## config.mk

```make
export PLATFORM = sky130hd
export DESIGN_NAME = mem_port_arbiter
export DESIGN_NICKNAME = d
export VERILOG_FILES = /design/src/rtl/mem_port_arbiter.sv
export SDC_FILE = /design/constraint.sdc
export NUM_CORES = 1
export LEC_CHECK = 0
export ABC_AREA = 1
export BUFFER_PORTS_ARGS = -buffer_cell sky130_fd_sc_hd__buf_2
export CORE_ASPECT_RATIO = 1.25
export CORE_MARGIN = 10
export CORE_UTILIZATION = 47
export CTS_CLUSTER_SIZE = 24
export DETAILED_ROUTE_END_ITERATION = 8
export PLACE_DENSITY = 0.78
export SLEW_MARGIN = 20
export SYNTH_ARGS = -nofsm -noshare
export SYNTH_HDL_FRONTEND = slang
export SYNTH_SLANG_ARGS = --single-unit
```

## constraint.sdc

```tcl
create_clock -name clk -period 1.8 [get_ports clk]
set_input_delay 0.45 -clock clk [delete_from_list [all_inputs] [get_ports clk]]
set_output_delay 0.45 -clock clk [all_outputs]
set_load 0.005 [all_outputs]
```

## src/rtl/mem_port_arbiter.sv

```systemverilog
// mem_port_arbiter: shares one single-ported, fixed-latency memory between
// the fetch stage (IF) and the memory stage (DM). Each access is sampled in
// IDLE, strobed to memory for one cycle in ISSUE, waits out the read
// latency in WAIT and returns a one-cycle ready pulse in RESP.
module mem_port_arbiter #(
  parameter int DATA_WIDTH   = 32,
  parameter int MEM_LATENCY  = 2,
  parameter int STARVE_LIMIT = 3
) (
  input  logic                  clk,
  input  logic                  reset,
  input  logic                  if_req,
  input  logic [DATA_WIDTH-1:0] if_addr,
  output logic [DATA_WIDTH-1:0] if_rdata,
  output logic                  if_ready,
  input  logic                  dm_req,
  input  logic                  dm_we,
  input  logic [DATA_WIDTH-1:0] dm_addr,
  input  logic [DATA_WIDTH-1:0] dm_wdata,
  output logic [DATA_WIDTH-1:0] dm_rdata,
  output logic                  dm_ready,
  output logic                  mem_en,
  output logic                  mem_we,
  output logic [DATA_WIDTH-1:0] mem_addr,
  output logic [DATA_WIDTH-1:0] mem_wdata,
  input  logic [DATA_WIDTH-1:0] mem_rdata,
  output logic                  stall_f,
  output logic                  stall_m
);

  localparam int CNT_W = (MEM_LATENCY > 1) ? $clog2(MEM_LATENCY) : 1;
  localparam int STV_W = (STARVE_LIMIT > 0) ? $clog2(STARVE_LIMIT + 1) : 1;
  localparam logic [CNT_W-1:0] CNT_LOAD = CNT_W'(MEM_LATENCY - 1);
  localparam logic [STV_W-1:0] STV_MAX  = STV_W'(STARVE_LIMIT);

  localparam logic [1:0] S_IDLE  = 2'd0;
  localparam logic [1:0] S_ISSUE = 2'd1;
  localparam logic [1:0] S_WAIT  = 2'd2;
  localparam logic [1:0] S_RESP  = 2'd3;

  logic [1:0]            r_state;
  logic                  r_grant_if;
  logic                  r_we;
  logic [CNT_W-1:0]      r_cnt;
  logic [STV_W-1:0]      r_starve;
  logic [DATA_WIDTH-1:0] r_mem_addr;
  logic [DATA_WIDTH-1:0] r_mem_wdata;
  logic [DATA_WIDTH-1:0] r_if_rdata;
  logic [DATA_WIDTH-1:0] r_dm_rdata;

  logic w_any_req;
  logic w_pick_if;
  logic w_sample;
  logic w_capture;

  // DM normally wins; IF is forced once it has been passed over STARVE_LIMIT times.
  assign w_any_req = if_req | dm_req;
  assign w_pick_if = if_req & (~dm_req | (r_starve == STV_MAX));
  assign w_sample  = (r_state == S_IDLE) & w_any_req;
  // Reads always pass through WAIT; with MEM_LATENCY==1 that is a single
  // cycle at count 0, which is the cycle mem_rdata is valid.
  assign w_capture = (r_state == S_WAIT) & (r_cnt == '0);

  // Sequencing FSM, grant register, latency counter and starvation counter.
  always_ff @(posedge clk or negedge reset) begin
    if (!reset) begin
      r_state    <= S_IDLE;
      r_grant_if <= 1'b0;
      r_we       <= 1'b0;
      r_cnt      <= '0;
      r_starve   <= '0;
    end else begin
      case (r_state)
        S_IDLE: begin
          if (w_any_req) begin
            r_state    <= S_ISSUE;
            r_grant_if <= w_pick_if;
            r_we       <= ~w_pick_if & dm_we;
            if (w_pick_if) begin
              r_starve <= '0;
            end else if (if_req && (r_starve != STV_MAX)) begin
              r_starve <= r_starve + STV_W'(1);
            end
          end
        end
        S_ISSUE: begin
          if (r_we) begin
            r_state <= S_RESP;
          end else begin
            r_cnt   <= CNT_LOAD;
            r_state <= S_WAIT;
          end
        end
        S_WAIT: begin
          if (r_cnt == '0) begin
            r_state <= S_RESP;
          end else begin
            r_cnt <= r_cnt - CNT_W'(1);
          end
        end
        S_RESP: begin
          r_state <= S_IDLE;
        end
        default: begin
          r_state <= S_IDLE;
        end
      endcase
    end
  end

  // Memory request registers are loaded at the IDLE sample; read data lands
  // only in the granted port's register so the other port's data is untouched.
  always_ff @(posedge clk or negedge reset) begin
    if (!reset) begin
      r_mem_addr  <= '0;
      r_mem_wdata <= '0;
      r_if_rdata  <= '0;
      r_dm_rdata  <= '0;
    end else begin
      if (w_sample) begin
        r_mem_addr  <= w_pick_if ? if_addr : dm_addr;
        r_mem_wdata <= w_pick_if ? '0 : dm_wdata;
      end
      if (w_capture) begin
        if (r_grant_if) begin
          r_if_rdata <= mem_rdata;
        end else begin
          r_dm_rdata <= mem_rdata;
        end
      end
    end
  end

  // Strobes and ready pulses decode straight from the state, so reset
  // removes them in the same cycle it is asserted.
  assign mem_en    = (r_state == S_ISSUE);
  assign mem_we    = r_we & mem_en;
  assign mem_addr  = r_mem_addr;
  assign mem_wdata = r_mem_wdata;
  assign if_ready  = (r_state == S_RESP) & r_grant_if;
  assign dm_ready  = (r_state == S_RESP) & ~r_grant_if;
  assign if_rdata  = r_if_rdata;
  assign dm_rdata  = r_dm_rdata;
  assign stall_f   = if_req & ~if_ready;
  assign stall_m   = dm_req & ~dm_ready;

endmodule

```

==> results.json, run 1 <==
{
  "outcome": "finished with violations",
  "violations": "negative setup slack",
  "drv_cap": 0,
  "cts_tree": "built",
  "avgSynthCellArea_sq_um": 8.29,
  "whs_path_depth": 3,
  "routabilityCongestion": 0.851,
  "whs_endpoint": "mem_wdata[11]$_DFFE_PN0P_",
  "switching_power_w": 0.00511,
  "fp.coreArea_sq_mm": 0.0122,
  "final_core_util": 0.671,
  "final_cell_mix": "buf_2 (265), nand2_1 (243), dfrtp_1 (133)",
  "reg2reg_depth": 9,
  "final_max_slew_viol_count": 0,
  "layout.nets": 1119,
  "seqPwrFrac": 0.376,
  "cellPowerDensity_mw_per_mm2": 1730,
  "yosys_register_bits": 135,
  "cts-root-buf": "clkbuf_16",
  "antenna_cells": 0,
  "grt_max_degree": 66,
  "setup_ws_ns": -0.00510,
  "synth_compound_area_frac": 0.0567,
  "wl_per_cell_um": 15.6,
  "ir_drop_v": 0.000826,
  "r2r_slack_ns": 0.09,
  "relSlewSlack": 0.738,
  "dpl_cell_area_sq_mm": 0.00744,
  "route.detailed.drc": 0,
  "syn_nets": 851,
  "fillers": 1077,
  "netSwitchingFraction": 0.361,
  "endpoint_kind": "output pin",
  "yosysWarnings": 0,
  "dp_hpwl_um": 13300,
  "synthAdderAreaFrac": 0.0106,
  "io_buffers": 266,
  "critPathKind": "reg -> out",
  "clkPwrFrac": 0.249,
  "ant_nets": 0,
  "hold_class": "in -> reg",
  "critPathLaunchType": "flop",
  "max_freq_mhz": 554,
  "synth.distinct_cells": 17,
  "drtPass1Iterations": 6,
  "track_usage": 0.203,
  "setup_violations": 1,
  "synth_area_sq_mm": 0.00591,
  "drt_iter0_markers": 402,
  "cp_max_fo": 4,
  "min_from": "dm_wdata[11]",
  "cts_inserted_buffers": 17,
  "cellLeakagePower_nw": 4.88,
  "clock_latency_ns": 0.41,
  "die_h_um": 145,
  "clk_pin_slew_ns": 0.06,
  "worstMarginPinSlew_ns": 0.394,
  "yosys.area_share.simple": 0.251,
  "finalHoldViolCount": 0,
  "antenna_found_initial": 0,
  "finalInstanceArea_sq_mm": 0.00820,
  "synth.area.mux_share": 0,
  "routed_via_density": 4.75,
  "dieWidth_um": 120,
  "grt_first_pass_wirelength_um": 28700,
  "grt-ovfl-total": 0,
  "vias": 5505,
  "synthCells": 713,
  "synth_top_family_by_area": "simple AND/OR/NAND/NOR gates",
  "r2r-end": "mem_addr[29]$_DFFE_PN0P_",
  "period_needed_ns": 1.81,
  "area_delta_synth_final_pct": 38.7,
  "row_count": 45,
  "cts_sinks": 135,
  "cts-htree-levels": 4,
  "combPwrFrac": 0.375,
  "layout_commonest_cell": "buf_2",
  "r2r_start": "r_state[0]$_DFFE_PN0P_",
  "critical_path_required_ns": 1.35,
  "p_int_w": 0.00906,
  "die-area_sq_mm": 0.0175,
  "rsz0062_at_grt": "yes",
  "fin_crit_sh": 1.00,
  "yosysSeqAreaShare": 0.571,
  "ioPinCount": 267,
  "cp.arrival_ns": 1.36,
  "synth_xor_area_frac": 0,
  "initial_core_util": 0.484,
  "finClkSkew_ns": 0.0104,
  "first_global_vias": 5577,
  "cts_buffer_depth": 2,
  "routed_wl_um": 18100,
  "drive_gt1_frac": 0.338
}
synth_stat cells:
cell / count / share of area
nand2_2: 1 / 0.0011
ha_1: 5 / 0.011
nand3_1: 101 / 0.086
clkbuf_1: 15 / 0.0095
inv_1: 110 / 0.070
nand2_1: 246 / 0.16
o21ai_0: 67 / 0.057
nor2_4: 1 / 0.0019
inv_2: 1 / 0.00063
nand3b_2: 1 / 0.0019
buf_4: 6 / 0.0076
buf_2: 13 / 0.011
nor2_1: 3 / 0.0019
nor2_2: 1 / 0.0011
nand3_2: 1 / 0.0017
buf_6: 6 / 0.011
dfrtp_1: 135 / 0.57
power by group through the flow:
stage | registers (W) | logic [W] | clock network [W]
floorplan | 0.00544 | 0.00247 | 0
global placement | 0.00528 | 0.00495 | 0
detailed placement | 0.00530 | 0.00512 | 0
CTS | 0.00532 | 0.00521 | 0.00359
global route | 0.00552 | 0.00602 | 0.00374
finish | 0.00534 | 0.00531 | 0.00353
registers in the layout, indices dropped and copies added (netlist names):
register / count
r_state: 2
if_rdata: 32
dm_rdata: 32
r_we: 1
r_starve: 2
mem_wdata: 32
r_cnt: 1
r_grant_if: 1
mem_addr: 32
critical path, stage by stage (launching register included):
cell	delay [ns]
dfrtp_2	0.46
ha_4	0.20
nand2_2	0.06
inv_2	0.04
nor2_1	0.07
buf_2	0.12
stage by stage:
| step | setup WS (ns) | cells | power [W] | hold slack [ns] | TNS, ns |
|---|---|---|---|---|---|
| floorplan | 0.323 | 713 | 0.00791 | 0.154 | 0 |
| global placement | 0.199 | 1119 | 0.0102 | 0.387 | 0 |
| detailed placement | 0.157 | 1119 | 0.0104 | 0.386 | 0 |
| CTS | -0.0205 | 1154 | 0.0141 | 0.249 | -0.0320 |
| global route | -0.0619 | 1158 | 0.0153 | 0.262 | -0.155 |
| finish | -0.00510 | 1158 | 0.0142 | 0.261 | -0.00510 |
area by class of cell:
cell class / count / area (sq um) / area share
Timing Repair Buffer: 289 / 1650 / 0.201
Sequential cell: 135 / 3380 / 0.412
Clock inverter: 13 / 170 / 0.0208
Tap cell: 164 / 205 / 0.0250
Clock buffer: 19 / 433 / 0.0528
Inverter: 111 / 427 / 0.0520
Multi-Input combinational cell: 427 / 1940 / 0.236
routing by layer:
layer / up-vias / wire, um / global-route usage
li1: 2724 / - / -
met1: 2553 / 6830 / 0.222
met2: 196 / 9420 / 0.352
met3: 32 / 1280 / 0.0574
met4: 0 / 541 / 0.0949
met5: - / 0 / 0
cells by family (layout without fill, tap and decap cells):
kind of cell / after synthesis / after routing
AO/OA/AOI/OAI: 67 / 67
adder cells (fa/ha/maj): 5 / 5
AND/OR/NAND/NOR: 355 / 355
flip-flops: 135 / 135
buffers and inverters: 151 / 432
repair_timing:
| action | 4_1_cts | 5_1_grt |
|---|---|---|
| hold buffers | 1 | 0 |
| resized for setup | 12 | 10 |
| setup endpoints to repair | 5 | 98 |
| setup buffers | 2 | 3 |
| pin swaps | 3 | 4 |
| gates cloned | 0 | 1 |
| endpoints found under the hold margin | 33 | 0 |
worst max-delay path by stage:
stage / from / endpoint / slack, ns / depth (start not counted)
CTS: r_state[0]$_DFFE_PN0P_ / stall_m / -0.02 / 5
floorplan: if_req / stall_f / 0.32 / 4
detailed placement: r_state[0]$_DFFE_PN0P_ / if_rdata[24]$_DFFE_PN0P_ / 0.16 / 6
finish: r_state[0]$_DFFE_PN0P_ / stall_f / -0.005 / 5
global placement: r_state[0]$_DFFE_PN0P_ / mem_addr[30]$_DFFE_PN0P_ / 0.20 / 8
global route: r_state[0]$_DFFE_PN0P_ / stall_m / -0.06 / 5
No activity file was read; power rests on OpenSTA's default activity.
==> inputs of run 2 (changes only) <==
Settings changed: RECOVER_POWER set to 25.
==> run 2 against run 1 <==
The run still ends with negative setup slack left. Register-to-register slack barely moved. Utilization fell by 0.27 points. Die area did not move. Critical endpoint unchanged. Fmax barely moved. Highest routed layer unchanged. Sequential power barely moved.
==> results.json, run 2 (synthesis gave the netlist of run 1 again) <==
{
  "io_buffers": 266,
  "clock_latency_ns": 0.41,
  "setup_ws_ns": -0.00686,
  "relSlewSlack": 0.344,
  "endpoint_kind": "output pin",
  "finClkSkew_ns": 0.0103,
  "cp.arrival_ns": 1.36,
  "grt-ovfl-total": 0,
  "route.detailed.drc": 0,
  "ioPinCount": 267,
  "cellLeakagePower_nw": 4.87,
  "instances_no_fill": 1158,
  "initial_core_util": 0.484,
  "fin_crit_sh": 1.00,
  "rsz0062_at_grt": "yes",
  "period_needed_ns": 1.81,
  "final_cell_mix": "buf_2 (265), nand2_1 (243), dfrtp_1 (133)",
  "dp_hpwl_um": 13300,
  "whs_ns": 0.261,
  "final_core_util": 0.668,
  "drv_cap": 0,
  "outcome": "finished with violations",
  "drtPass1Iterations": 6,
  "row_count": 45,
  "clk_pin_slew_ns": 0.06,
  "dieWidth_um": 120,
  "vias": 5535,
  "routabilityCongestion": 0.851,
  "grt_max_degree": 66,
  "ir_drop_v": 0.000826,
  "drive_gt1_frac": 0.338,
  "cellPowerDensity_mw_per_mm2": 1740,
  "finalHoldViolCount": 0,
  "die_h_um": 145,
  "track_usage": 0.203,
  "max_freq_mhz": 553,
  "critPathKind": "reg -> out",
  "die-area_sq_mm": 0.0175,
  "cts_tree": "built",
  "routed_via_density": 4.78,
  "critPathLaunchType": "flop",
  "seqPwrFrac": 0.377,
  "antenna_found_initial": 0,
  "layout.nets": 1119,
  "cts_inserted_buffers": 17,
  "drt_iter0_markers": 423,
  "layout_commonest_cell": "buf_2",
  "area_delta_synth_final_pct": 38.1,
  "worstMarginPinSlew_ns": 0.984,
  "first_global_vias": 5577,
  "final_max_slew_viol_count": 0,
  "cts_sinks": 135,
  "cp_max_fo": 4,
  "hold_class": "in -> reg",
  "cts_buffer_depth": 2,
  "wl_per_cell_um": 15.6,
  "netSwitchingFraction": 0.361,
  "clkPwrFrac": 0.249,
  "setup_violations": 1,
  "ant_nets": 0,
  "fp.coreArea_sq_mm": 0.0122,
  "combPwrFrac": 0.374,
  "grt_first_pass_wirelength_um": 28700,
  "critical_path_required_ns": 1.35,
  "switching_power_w": 0.00512,
  "routed_wl_um": 18100,
  "p_int_w": 0.00905,
  "dp_cells": 1119,
  "violations": "negative setup slack",
  "cts-root-buf": "clkbuf_16",
  "cts-htree-levels": 4,
  "antenna_cells": 0
}
-- run 2: per-layer routing --
layer / routed length [um] / vias up / track usage
li1: - / 2726 / -
met1: 6930 / 2571 / 0.222
met2: 9370 / 202 / 0.352
met3: 1240 / 36 / 0.0574
met4: 568 / 0 / 0.0949
met5: 0 / - / 0
-- run 2: final timing paths --
path / start / endpoint / slack, ns / cells after the start
setup / recovery: r_state[0]$_DFFE_PN0P_ / stall_f / -0.007 / 5
hold / removal: dm_wdata[10] / mem_wdata[10]$_DFFE_PN0P_ / 0.26 / 3
setup reg to reg: r_state[0]$_DFFE_PN0P_ / mem_addr[30]$_DFFE_PN0P_ / 0.09 / 9
hold reg to reg: mem_addr[31]$_DFFE_PN0P_ / mem_addr[31]$_DFFE_PN0P_ / 0.47 / 2
max in group asynchronous: reset / if_rdata[6]$_DFFE_PN0P_ / 0.19 / 3
min in group asynchronous: reset / mem_wdata[25]$_DFFE_PN0P_ / 0.75 / 2
-- run 2: power groups by stage --
| stage | combinational [W] | sequential, W | clock (W) |
|---|---|---|---|
| after detailed placement | 0.00512 | 0.00530 | 0 |
| final | 0.00531 | 0.00534 | 0.00353 |
| after global placement | 0.00495 | 0.00528 | 0 |
| after floorplan | 0.00247 | 0.00544 | 0 |
| after CTS | 0.00521 | 0.00532 | 0.00359 |
| after global routing | 0.00602 | 0.00552 | 0.00374 |
-- run 2: cell type report --
type	count	area (sq um)
flip-flops and latches	135	3380
fillers	1083	4050
well taps	164	205
clock inverters	13	170
inverters	111	427
multi-input cells	427	1940
repair buffers	289	1610
clock buffers	19	433
-- run 2: what timing repair did --
action                                  in CTS  in global routing
pin swaps                                    3                  4
buffers inserted                             2                  3
gates cloned                                 0                  1
endpoints found under the hold margin       33                  0
hold buffers                                 1                  0
resized for setup                           12                 10
endpoints found under the setup margin       5                 98
-- run 2: per-stage QoR --
stage,worst slack (ns),cell area (sq um),TNS [ns],power [W]
4_1_cts,-0.0205,8110,-0.0320,0.0141
3_5_place_dp,0.157,7440,0,0.0104
6_report,-0.00686,8170,-0.00686,0.0142
5_1_grt,-0.0619,8170,-0.321,0.0153
3_3_place_gp,0.199,7440,0,0.0102
2_1_floorplan,0.323,5910,0,0.00791
-- run 2: worst max-delay path: stages, from the launching register on --
cell     delay [ns]
dfrtp_2        0.46
ha_4           0.20
nand2_2        0.06
inv_2          0.04
nor2_1         0.07
buf_2          0.12
==> inputs of run 3 (changes only) <==
Settings changed: CAP_MARGIN set to 20, SKIP_CTS_REPAIR_TIMING set to 1.
==> run 3 against run 2 <==
The flow still finishes with violations (negative setup slack). Non-clock buffer count decreased by 6. Final cell count is 0.52% lower. Hold slack gained 0.0029 ns. Critical path type unchanged.
==> results.json, run 3 (synthesis gave the netlist of run 1 again) <==
{
  "drive_gt1_frac": 0.333,
  "drtPass1Iterations": 5,
  "relSlewSlack": 0.359,
  "cellLeakagePower_nw": 4.82,
  "p_total_w": 0.0139,
  "cts-root-buf": "clkbuf_16",
  "slowest_stage": "dfrtp_2",
  "crit_chain": "ha_4 > nand2_1 > inv_2 > nor2_1 > buf_2",
  "cts-htree-levels": 4,
  "cts_inserted_buffers": 17,
  "layout_commonest_cell": "buf_2",
  "whs_endpoint": "mem_wdata[0]$_DFFE_PN0P_",
  "fillers": 1092,
  "cpLargestDelayFamily": "flip-flops",
  "antenna_found_initial": 0,
  "final_max_slew_viol_count": 0,
  "ant_nets": 0,
  "grt_max_degree": 66,
  "reg2reg_depth": 8,
  "critPathKind": "reg -> out",
  "drv_cap": 0,
  "setup_ws_ns": -0.0186,
  "r2r-end": "mem_addr[30]$_DFFE_PN0P_",
  "die-area_sq_mm": 0.0175,
  "routed_wl_um": 17800,
  "clk_pin_slew_ns": 0.06,
  "finalHoldViolCount": 0,
  "ioPinCount": 267,
  "cpPeakStageDelay_ns": 0.46,
  "initial_core_util": 0.484,
  "die_h_um": 145,
  "fin_crit_sh": 1.01,
  "wl_per_cell_um": 15.4,
  "grt-ovfl-total": 0,
  "outcome": "finished with violations",
  "hold_class": "in -> reg",
  "pre_cts_ws_ns": 0.157,
  "clock_latency_ns": 0.41,
  "layout.nets": 1113,
  "dp_hpwl_um": 13300,
  "row_count": 45,
  "critPathLaunchType": "flop",
  "min_from": "dm_wdata[0]",
  "r2r_start": "r_state[0]$_DFFE_PN0P_",
  "rsz0062_at_grt": "yes",
  "whs_path_depth": 3,
  "violations": "negative setup slack",
  "fp.coreArea_sq_mm": 0.0122,
  "io_buffers": 266,
  "routed_via_density": 4.73,
  "cp.arrival_ns": 1.37,
  "cts_buffer_depth": 2,
  "drt_iter0_markers": 463,
  "ir_drop_v": 0.000827,
  "r2r_slack_ns": 0.12,
  "route.detailed.drc": 0,
  "endpoint_kind": "output pin",
  "critical_path_required_ns": 1.35,
  "area_delta_synth_final_pct": 36.5,
  "finClkSkew_ns": 0.00761,
  "dieWidth_um": 120,
  "setup_violations": 1,
  "period_needed_ns": 1.82,
  "cellPowerDensity_mw_per_mm2": 1720,
  "antenna_cells": 0,
  "routabilityCongestion": 0.851,
  "first_global_vias": 5548,
  "cts_sinks": 135,
  "max_freq_mhz": 550,
  "cp_max_fo": 5,
  "track_usage": 0.202,
  "grt_first_pass_wirelength_um": 28500,
  "cts_tree": "built",
  "vias": 5453,
  "whs_ns": 0.264,
  "cp_num_buf_inv": 2,
  "worstMarginPinSlew_ns": 0.961,
  "final_cell_mix": "buf_2 (264), nand2_1 (244), dfrtp_1 (133)"
}
-- run 3: stage by stage --
step / std cells / TNS (ns) / util / area, sq um
after detailed placement: 1119 / 0 / 0.609 / 7440
final: 1152 / -0.0186 / 0.660 / 8070
after global routing: 1152 / -1.68 / 0.660 / 8070
after global placement: 1119 / 0 / 0.609 / 7440
after CTS: 1151 / -0.305 / 0.659 / 8050
after floorplan: 713 / 0 / - / 5910
-- run 3: where the power goes --
| group | switching [W] | internal, W |
|---|---|---|
| registers | 0.000801 | 0.00453 |
| logic | 0.00289 | 0.00218 |
| clock network | 0.00132 | 0.00220 |
| total | 0.00501 | 0.00890 |
-- run 3: worst min-delay path, cell delays in order --
cell and delay, ns:
buf_2 0.07, nand3_1 0.06, nand2_1 0.05
-- run 3: how the worst max path moves through the flow --
stage	from	endpoint	slack (ns)	depth (start not counted)
detailed placement	r_state[0]$_DFFE_PN0P_	if_rdata[24]$_DFFE_PN0P_	0.16	6
global placement	r_state[0]$_DFFE_PN0P_	mem_addr[30]$_DFFE_PN0P_	0.20	8
global route	r_state[0]$_DFFE_PN0P_	stall_f	-0.08	5
CTS	r_state[0]$_DFFE_PN0P_	stall_f	-0.09	5
finish	r_state[0]$_DFFE_PN0P_	stall_f	-0.02	5
floorplan	if_req	stall_f	0.32	4
-- run 3: cell type report --
cell class | instances | area, sq um | share of cell area
Sequential cell | 135 | 3380 | 0.419
Clock buffer | 19 | 433 | 0.0537
Multi-Input combinational cell | 427 | 1920 | 0.238
Tap cell | 164 | 205 | 0.0254
Clock inverter | 13 | 170 | 0.0211
Inverter | 111 | 417 | 0.0516
Timing Repair Buffer | 283 | 1540 | 0.191
-- run 3: metal layers --
metal  routed length, um  track usage  part of all wire  vias up
li1                    -            -                 -     2711
met2                9170        0.348              0.52      173
met1                6870        0.220              0.39     2538
met4                 548       0.0979             0.031        0
met5                   0            0                 0        -
met3                1190       0.0578             0.067       31
